--- src/rtl/imem_loader_pkg.sv ---
// Shared types for the IRAM loader: FSM states, default frame marker, byte-lane index.
package loader_pkg;

  typedef enum logic [2:0] {
    IDLE,
    COUNT,
    DATA,
    CHECK,
    DONE,
    ERROR
  } state_t;

  localparam logic [7:0] SYNC_BYTE_DEFAULT = 8'hA5;

  typedef logic [1:0] lane_t;

endpackage

--- src/rtl/imem_loader_if.sv ---
// Byte-stream input and IRAM write port of the loader, bundled as one interface.
interface imem_loader_if #(
  parameter int ADDR_WIDTH = 8
) ();

  logic [7:0]            rx_data;
  logic                  rx_valid;
  logic                  rx_ready;
  logic                  imem_wren;
  logic [ADDR_WIDTH-1:0] imem_addr;
  logic [31:0]           imem_din;

  modport master (
    input  rx_data, rx_valid,
    output rx_ready, imem_wren, imem_addr, imem_din
  );

  modport slave (
    output rx_data, rx_valid,
    input  rx_ready, imem_wren, imem_addr, imem_din
  );

endinterface

--- src/rtl/imem_loader_timeout.sv ---
// Idle-cycle watchdog: expired is asserted during the TIMEOUT_CYCLES-th consecutive enabled cycle without a kick.
module loader_timeout #(
  parameter int TIMEOUT_CYCLES = 100000
) (
  input  logic clock,
  input  logic clear,
  input  logic kick,
  input  logic enable,
  output logic expired
);

  localparam int W = $clog2(TIMEOUT_CYCLES + 1);

  logic [W-1:0] count;

  always_ff @(posedge clock) begin
    if (!clear || kick || !enable) begin
      count <= '0;
    end else if (count != W'(TIMEOUT_CYCLES)) begin
      count <= count + W'(1);
    end
  end

  // count holds the idle cycles already elapsed, so the current idle cycle is number count+1
  assign expired = enable && !kick && (count >= W'(TIMEOUT_CYCLES - 1));

endmodule

--- src/rtl/imem_loader.sv ---
// Sole IRAM writer: parses A5/count/data/checksum frames from the UART and holds the core until a good frame lands.
module imem_loader
  import loader_pkg::*;
#(
  parameter int         ADDR_WIDTH     = 8,
  parameter logic [7:0] SYNC_BYTE      = SYNC_BYTE_DEFAULT,
  parameter int         TIMEOUT_CYCLES = 100000
) (
  input  logic                clock,
  input  logic                clear,
  imem_loader_if.master       bus,
  output logic                core_clear,
  output logic                busy,
  output logic                done,
  output logic                error,
  output logic [ADDR_WIDTH:0] words_loaded
);

  localparam int                CNT_W      = ADDR_WIDTH + 1;
  localparam logic [CNT_W-1:0] FULL_FRAME = {1'b1, {ADDR_WIDTH{1'b0}}};

  state_t                state;
  state_t                state_nxt;
  logic                  accept;
  logic                  expired;
  logic                  in_frame;
  lane_t                 byte_idx;
  logic [23:0]           asm_lo;
  logic [ADDR_WIDTH-1:0] wr_ptr;
  logic [CNT_W-1:0]      remaining;
  logic [7:0]            checksum;

  assign accept   = bus.rx_valid && bus.rx_ready;
  assign in_frame = (state == COUNT) || (state == DATA) || (state == CHECK);

  loader_timeout #(
    .TIMEOUT_CYCLES(TIMEOUT_CYCLES)
  ) u_timeout (
    .clock  (clock),
    .clear  (clear),
    .kick   (accept),
    .enable (in_frame),
    .expired(expired)
  );

  always_ff @(posedge clock) begin
    if (!clear) state <= IDLE;
    else        state <= state_nxt;
  end

  always_comb begin
    state_nxt = state;
    case (state)
      IDLE:  if (accept && bus.rx_data == SYNC_BYTE) state_nxt = COUNT;
      COUNT: begin
        if (expired)     state_nxt = ERROR;
        else if (accept) state_nxt = DATA;
      end
      DATA: begin
        if (expired) state_nxt = ERROR;
        else if (accept && byte_idx == 2'd3 && remaining == CNT_W'(1)) state_nxt = CHECK;
      end
      CHECK: begin
        if (expired)     state_nxt = ERROR;
        else if (accept) state_nxt = (bus.rx_data == checksum) ? DONE : ERROR;
      end
      DONE:    state_nxt = IDLE;
      ERROR:   state_nxt = IDLE;
      default: state_nxt = IDLE;
    endcase
  end

  always_comb begin
    bus.rx_ready = 1'b1;
    busy         = (state != IDLE);
    done         = (state == DONE);
  end

  // Frame datapath; the write pulse is registered so it lands the cycle after byte 3
  always_ff @(posedge clock) begin
    if (!clear) begin
      bus.imem_wren <= 1'b0;
      bus.imem_addr <= '0;
      bus.imem_din  <= '0;
      core_clear    <= 1'b1;
      error         <= 1'b0;
      words_loaded  <= '0;
      checksum      <= '0;
      byte_idx      <= '0;
      wr_ptr        <= '0;
      remaining     <= '0;
    end else begin
      bus.imem_wren <= 1'b0;
      case (state)
        IDLE: begin
          if (accept && bus.rx_data == SYNC_BYTE) begin
            core_clear   <= 1'b0;
            error        <= 1'b0;
            words_loaded <= '0;
          end
        end
        COUNT: begin
          if (accept) begin
            remaining <= (bus.rx_data == 8'd0) ? FULL_FRAME : CNT_W'(bus.rx_data);
            byte_idx  <= '0;
            wr_ptr    <= '0;
            checksum  <= '0;
          end
        end
        DATA: begin
          if (accept && !expired) begin
            checksum <= checksum ^ bus.rx_data;
            byte_idx <= byte_idx + lane_t'(1);
            case (byte_idx)
              2'd0:    asm_lo[7:0]   <= bus.rx_data;
              2'd1:    asm_lo[15:8]  <= bus.rx_data;
              2'd2:    asm_lo[23:16] <= bus.rx_data;
              default: begin
                bus.imem_wren <= 1'b1;
                bus.imem_addr <= wr_ptr;
                bus.imem_din  <= {bus.rx_data, asm_lo};
                wr_ptr        <= wr_ptr + 1'b1;
                words_loaded  <= words_loaded + 1'b1;
                remaining     <= remaining - CNT_W'(1);
              end
            endcase
          end
        end
        DONE:    core_clear <= 1'b1;
        default: ;
      endcase
      if (state_nxt == ERROR) error <= 1'b1;
    end
  end

endmodule

--- src/flat_wrapper.sv ---
// flat-port wrapper written by rule: the top's interface ports become plain ports
module imem_loader_flat import loader_pkg::*;
#(
  parameter int         ADDR_WIDTH     = 8,
  parameter logic [7:0] SYNC_BYTE      = SYNC_BYTE_DEFAULT,
  parameter int         TIMEOUT_CYCLES = 100000
)
  (clock, clear, core_clear, busy, done, error, words_loaded, bus_rx_data, bus_rx_valid, bus_rx_ready, bus_imem_wren, bus_imem_addr, bus_imem_din);
  imem_loader_if #(.ADDR_WIDTH(ADDR_WIDTH)) bus_i ();
  input  logic clock;
  input  logic clear;
  output logic core_clear;
  output logic busy;
  output logic done;
  output logic error;
  output logic [ADDR_WIDTH:0] words_loaded;
  input wire logic [$bits(bus_i.rx_data)-1:0] bus_rx_data;
  input wire logic [$bits(bus_i.rx_valid)-1:0] bus_rx_valid;
  output wire logic [$bits(bus_i.rx_ready)-1:0] bus_rx_ready;
  output wire logic [$bits(bus_i.imem_wren)-1:0] bus_imem_wren;
  output wire logic [$bits(bus_i.imem_addr)-1:0] bus_imem_addr;
  output wire logic [$bits(bus_i.imem_din)-1:0] bus_imem_din;
  assign bus_i.rx_data = bus_rx_data;
  assign bus_i.rx_valid = bus_rx_valid;
  assign bus_rx_ready = bus_i.rx_ready;
  assign bus_imem_wren = bus_i.imem_wren;
  assign bus_imem_addr = bus_i.imem_addr;
  assign bus_imem_din = bus_i.imem_din;
  imem_loader #(.ADDR_WIDTH(ADDR_WIDTH), .SYNC_BYTE(SYNC_BYTE), .TIMEOUT_CYCLES(TIMEOUT_CYCLES)) u_core (.clock(clock), .clear(clear), .bus(bus_i), .core_clear(core_clear), .busy(busy), .done(done), .error(error), .words_loaded(words_loaded));
endmodule
--- config.mk ---
export PLATFORM = sky130hd
export DESIGN_NAME = imem_loader_flat
export DESIGN_NICKNAME = d
export VERILOG_FILES = /design/src/rtl/imem_loader_pkg.sv /design/src/rtl/imem_loader_if.sv /design/src/rtl/imem_loader_timeout.sv /design/src/rtl/imem_loader.sv /design/src/flat_wrapper.sv
export SDC_FILE = /design/constraint.sdc
export NUM_CORES = 1
export LEC_CHECK = 0
export ABC_CLOCK_PERIOD_IN_PS = 3200
export BUFFER_PORTS_ARGS = -buffer_cell sky130_fd_sc_hd__buf_4
export CORE_ASPECT_RATIO = 2
export CORE_MARGIN = 2
export CORE_UTILIZATION = 30
export CTS_CLUSTER_DIAMETER = 50
export DETAILED_ROUTE_END_ITERATION = 10
export GPL_TIMING_DRIVEN = 1
export SYNTH_ARGS = -nofsm -noshare
export SYNTH_HDL_FRONTEND = slang
export SYNTH_SLANG_ARGS = --single-unit
export TNS_END_PERCENT = 10
--- constraint.sdc ---
create_clock -name clock -period 3.2 [get_ports clock]
set_clock_uncertainty 0.1 [all_clocks]
set_input_delay 0.32 -clock clock [delete_from_list [all_inputs] [get_ports clock]]
set_output_delay 0.32 -clock clock [all_outputs]
set_load 0.01 [all_outputs]
Yosys cells after proc, flatten, opt, wreduce, memory -nomap -nowiden. Cells that the tools add are included.

Output and inout port bits: 55. Bits of input ports: 11. Flip-flop bits (word level): 123. Logic and storage cells: 105.

Bitwise gates (word level): 2. Reduce and logical (&&, ||, !) cells: 34. Add/subtract/negate cells: 5. Magnitude comparators: 1. Multiplexer cells: 32. Eq/ne operators: 16.

Operators with widths (number): $mux W9 (7); $pmux W9 S2 (2); $mux W8 (4); $pmux W8 S2 (2); $mux W3 (7); $reduce_and A4 Y1 (5); $add A17 B1 Y17 const B (1); $ge A17 B17 Y1 const B (1); $ne A17 B17 Y1 const B (1); $pmux W3 S4 (1); $reduce_bool A2 Y1 (5); $add A9 B1 Y9 const B (1); $eq A9 B1 Y1 const B (1); $reduce_and A3 Y1 (3); $sub A9 B1 Y9 const B (1); $add A8 B1 Y8 const B (1); $eq A8 B8 Y1 (1); $eq A8 B8 Y1 const B (1); $logic_not A8 Y1 (1); $xor A8 B8 Y8 (1); $eq A3 B2 Y1 const B (2); $eq A3 B3 Y1 const B (2); $logic_and A1 B1 Y1 (6); $ne A2 B2 Y1 const B (3); 17 further kinds (30).

Depth between registers and ports, before layout.
Word-level depth: 10. Depth in mapped cells: 7. Gate-level depth less buffers: 7.

Modules after synthesis. From an unflattened synthesis, not the netlist that was laid out.

Cells, all modules: 605. Area total of the unflattened synthesis: 5477.8 µm².

Modules (own cells, without submodules): imem_loader (cells an instance 499, seq. area each 2362.3 µm², instances 1, area each 4563.1 µm²); loader_timeout (cells an instance 106, seq. area each 340.3 µm², instances 1, area each 914.6 µm²).

Least setup slack after synthesis. Ideal clock, no wire load.

Path kind: flip-flop to flip-flop. Start: register u_core.u_timeout.count[0]. End: register u_core.error. Data required time: 2.974 ns. Setup time: 0.126 ns. Data arrival time: 1.559 ns. Path slack: 1.415 ns. Cell stages (with the launch flop): 8. Period minus slack after synthesis: 1.785 ns. Cell sequence: dfxtp_1 > ha_1 > and4_1 > clkbuf_1 > a211o_1 > and2_1 > o21ai_0 > o31ai_1.

Longest elaborated chain between the ends: 7. Elaborated cells between the ends (all ways): 11.

Ends and longest elaborated chain: from (decl) (line imem_loader_timeout.sv:14) `logic [W-1:0] count;`; from (signal assigned) (line imem_loader_timeout.sv:20) `count <= count + W'(1);`; $ge A17 B17 Y1 (*) (line imem_loader_timeout.sv:25) `assign expired = enable && !kick && (count >= W'(TIMEOUT_CYCLES - 1));`; $logic_and A1 B1 Y1 (*) (line imem_loader_timeout.sv:25); $mux W3 (on tied branches) (line imem_loader.sv:64, imem_loader.sv:56, imem_loader.sv:60); $pmux W3 S4 (*) (line imem_loader.sv:53) `case (state)`; $eq A3 B3 Y1 (*) (line imem_loader.sv:132) `if (state_nxt == ERROR) error <= 1'b1;`; $reduce_bool A2 Y1 (no line); $reduce_and A2 Y1 (no line); to (signal assigned) (line imem_loader.sv:86) `error <= 1'b0;`; to (signal assigned) (line imem_loader.sv:98) `error <= 1'b0;`; to (signal assigned) (line imem_loader.sv:132); to (decl) (line imem_loader.sv:15) `output logic error,`.

Every way passes the cells marked *; elsewhere a longest branch is shown, timed or not. A chain may end at the register's enable or synchronous reset.

Final worst setup path.
Start: register u_core.state[1]. End: register u_core.bus.imem_din[14].

Longest elaborated chain between the ends: 8. Elaborated cells between the ends (all ways): 10.

Ends and longest elaborated chain: from (decl) (line imem_loader.sv:22) `state_t state;`; from (signal assigned) (line imem_loader.sv:48) `else state <= state_nxt;`; $eq A3 B1 Y1 or $eq A3 B2 Y1 (tied branches) (line imem_loader.sv:34, imem_loader.sv:94); $logic_or A1 B1 Y1 (2 in a row) (line imem_loader.sv:34) `assign in_frame = (state == COUNT) || (state == DATA) || (state == CHECK);`; $logic_and A1 B1 Y1 (2 in a row) (line imem_loader_timeout.sv:25); $logic_not A1 Y1 (line imem_loader.sv:111) `if (accept && !expired) begin`; $logic_and A1 B1 Y1 (line imem_loader.sv:111); $reduce_and A3 Y1 (no line) (*); to (signal assigned) (line imem_loader.sv:121) `bus.imem_din <= {bus.rx_data, asm_lo};`; to (decl) (line imem_loader_if.sv:15) `output rx_ready, imem_wren, imem_addr, imem_din`.

Marked as above.

==> results.txt <==
----------------------------------------------------
[Placed design]
  Count of placed standard cells including taps ... 838
  Global placement routability congestion ... 0.806
  Number of port buffers ... 64
  Placed wire-length estimate ... 8.73 mm
  Pre-CTS setup slack ... 0.998 ns

[Worst setup path]
  Sort of element at the end of the critical path ... register
  Crit Path Max Fanout ... 34
  Critical path type ... register to register
  Worst r2r path cells ... 5
  Data required time of the critical path ... 3.44 ns
  Crit start category ... register
  Data arrival, critical path ... 2.47 ns

[Power and ir drop]
  Clk pwr share ... 53.7%
  Fraction of power consumed by sequential logic ... 44.3%
  Peak supply drop ... 0.254 mV
  Total power consumption of the routed design ... 3.57 mW
  Switch share ... 21.8%
  Net switching power figure ... 776 uW
  LEAKAGE ... 2.45 nW
  Logic pwr share ... 2.0%
  P_int ... 2.79 mW
  Total power divided by cell area ... 532 nW/um2

[Detailed routing]
  DRT iter0 DRCs ... 133
  Count of vias placed by the detailed router ... 4219
  Via-to-Cell Ratio ... 4.85
  DRC ... 0
  Total Wirelength ... 12.5 mm
  Detailed-routing iteration count for the pre-antenna-repair pass ... 4
  Routed wire per std cell ... 14.4 um
  ANT nets after route ... 0

[Logic synthesis]
  Number of synthesized register bits ... 123
  Synth Instances ... 590
  Ranking of synthesized cells by area ... sky130_fd_sc_hd__dfxtp_1, sky130_fd_sc_hd__edfxtp_1, sky130_fd_sc_hd__nand2_1
  Count of different cell masters after synthesis ... 55
  Number of enable flip-flop cells after synthesis ... 24
  Synthesized area ... 5440 um2
  Top FF cell, synth ... sky130_fd_sc_hd__dfxtp_1
  Yosys Warn Count ... 0
  Share of Yosys cell area claimed by the top area cell type ... 36.4%
  Mapped Avg Cell Area ... 9.22 um2
  Sequential area share after synthesis ... 49.7%
  Net Count, Synth ... 612
  Cell accounting for the most synthesized area ... sky130_fd_sc_hd__dfxtp_1
  Async SR Flop Fraction ... 0%

[Clock tree]
  Number of CTS-inserted buffers ... 17
  Setup bufs post-CTS ... 0
  CTS Root Cell ... sky130_fd_sc_hd__clkbuf_16
  Post-CTS resize count ... 0
  CTS tree ... built
  Clk pin slew, worst setup/hold paths ... 0.06 ns
  Number of sinks on the clock net ... 123
  Clock latency reported for the late side of the worst-skew pair ... 0.42 ns
  Maximum clock path buffer count ... 2
  H-Tree Depth ... 4
  CTS Hold Bufs ... 0

[Die]
  Row count ... 69
  Die Ht ... 194 um
  Chip width ... 99.2 um
  Placeable Area ... 17800 um2
  Num ports ... 66
  Starting density of the core ... 30.6%
  Floorplan die area ... 19300 um2

[Cells and area]
  Fill cells ... 1813
  Leading cell type in the layout, fill and taps excluded ... sky130_fd_sc_hd__nand2_1
  Commonest cells after routing, fill and taps aside ... sky130_fd_sc_hd__nand2_1, sky130_fd_sc_hd__dfxtp_1, sky130_fd_sc_hd__buf_4, sky130_fd_sc_hd__nor2_1, sky130_fd_sc_hd__a21boi_0
  Post-layout net count ... 666
  Fraction of final layout cells with drive strength greater than 1 ... 16.9%
  P&R area growth vs syn ... 23.1%
  Final standard cell count with taps included and fillers excluded ... 870
  Antenna diode count ... 0

[GRT]
  Via count of the first global-routing pass ... 4132
  First-pass GRT wire length ... 20.6 mm
  Total global routing track utilization ... 13.5%
  Pin count of the biggest net entering global routing ... 49
  GRT overflow ... 0
  Number of antenna violations at the first check in global routing ... 0

[Timing]
  Final setup viols ... 0
  Total negative slack ... 0 ns
  Slew @ Worst Pin ... 0.626 ns
  Hold slack final ... 0.105 ns
  Count of final hold-check violations ... 0
  Fmax achieved ... 448 MHz
  Rel. slew slack ... 58.1%
  Count of pins over their slew limit ... 0
  Share of the cycle needed by the critical path after routing ... 69.8%
  PnR worst setup slack ... 0.966 ns
  RSZ-0062 raised after global routing ... false
  Clock period minus worst slack ... 2.23 ns

[Status]
  Outcome ... finished clean

[Hold path]
  Path class of the lowest-slack min-delay path ... primary input to register
  Hold-critical path depth ... 1

[Job]
  Count of max-cap constraint violations ... 0

----------------------------------------------------
-- cells by family (layout without fill, tap and decap cells) --
family / Yosys count / in the layout / share of synthesized area, %
fa+ha+maj: 11 / 11 / 2.53
flops: 123 / 123 / 49.7
buf+inv: 44 / 111 / 3.40
mux: 1 / 1 / 0.184
simple gates: 257 / 257 / 22.9
compound gates: 120 / 120 / 15.9
xor+xnor: 33 / 33 / 5.31
other cells: 1 / 1 / 0.0689
-- cell usage after synthesis, drive strengths merged (2+ instances only) --
master   instances
a2111oi          2
a211oi           5
a21boi          51
a21oi           10
a22oi            4
a31oi            3
a41oi            2
and2            10
and3            10
and4             2
buf             12
clkbuf          22
dfxtp           99
edfxtp          24
ha              11
inv             10
nand2          106
nand2b           3
nand3           14
nand3b          10
nand4           10
nor2            54
nor2b            5
nor3            12
nor3b            2
nor4             6
o211a            3
o21a             4
o21ai           27
o221a            2
or3              8
xnor2           13
xor2            20
-- through the flow --
step / cell area, um2 / util [%]
6_report: 6700 / 37.7
5_1_grt: 6700 / 37.7
4_1_cts: 6700 / 37.7
3_5_place_dp: 6100 / 34.3
3_3_place_gp: 6100 / 34.3
2_1_floorplan: 5440 / -
-- state kept, by name, summed over array words and instances, names as in the netlist, 2 cells and up --
register and cells:
u_core.checksum 8, u_core.wr_ptr 8, u_core.state 3, u_core.u_timeout.count 17
u_core.byte_idx 2, u_core.asm_lo 24, u_core.bus.imem_din 32, u_core.remaining 9
u_core.words_loaded 9, u_core.bus.imem_addr 8
-- metal layers --
layer	wire (um)	track usage, %	part of all wire [%]
met5	0	0	0
met3	460	3.06	3.7
met1	4970	14.0	40
met4	432	7.91	3.5
met2	6650	24.4	53
-- worst paths after layout --
check	to	start	slack [ns]
max	u_core.bus.imem_din[14]	u_core.state[1]	0.97
min	u_core.asm_lo[5]	bus_rx_data[5]	0.11
max reg2reg	u_core.bus.imem_din[14]	u_core.state[1]	0.97
min reg2reg	u_core.bus.imem_din[21]	u_core.bus.imem_din[21]	0.36
-- worst max-delay path: stages, from the launching register on --
cell and delay [ns]:
sky130_fd_sc_hd__dfxtp_1 0.53, sky130_fd_sc_hd__nor4bb_2 0.49, sky130_fd_sc_hd__and2_1 0.52, sky130_fd_sc_hd__buf_12 0.25, sky130_fd_sc_hd__nand2_1 0.07, sky130_fd_sc_hd__a21boi_0 0.16
-- power by group through the flow --
| stage | combinational [mW] | sequential [mW] | clock [mW] |
|---|---|---|---|
| 2_1_floorplan | 0.0380 | 1.61 | 0 |
| 5_1_grt | 0.0782 | 1.58 | 2.02 |
| 3_3_place_gp | 0.0740 | 1.61 | 0 |
| 6_report | 0.0724 | 1.58 | 1.92 |
| 3_5_place_dp | 0.0743 | 1.61 | 0 |
| 4_1_cts | 0.0746 | 1.58 | 1.96 |
-- layout make-up --
class                      count  area [um2]  area share [%]
tap                          213         267            3.98
inverter                      10        37.5           0.560
clock inverter                11         110            1.64
multi-input combinational    423        2560            38.2
sequential                   123        2700            40.3
clock buffer                  21         493            7.36
timing repair buffer          69         531            7.92
Power figures use the tool's default switching activity.
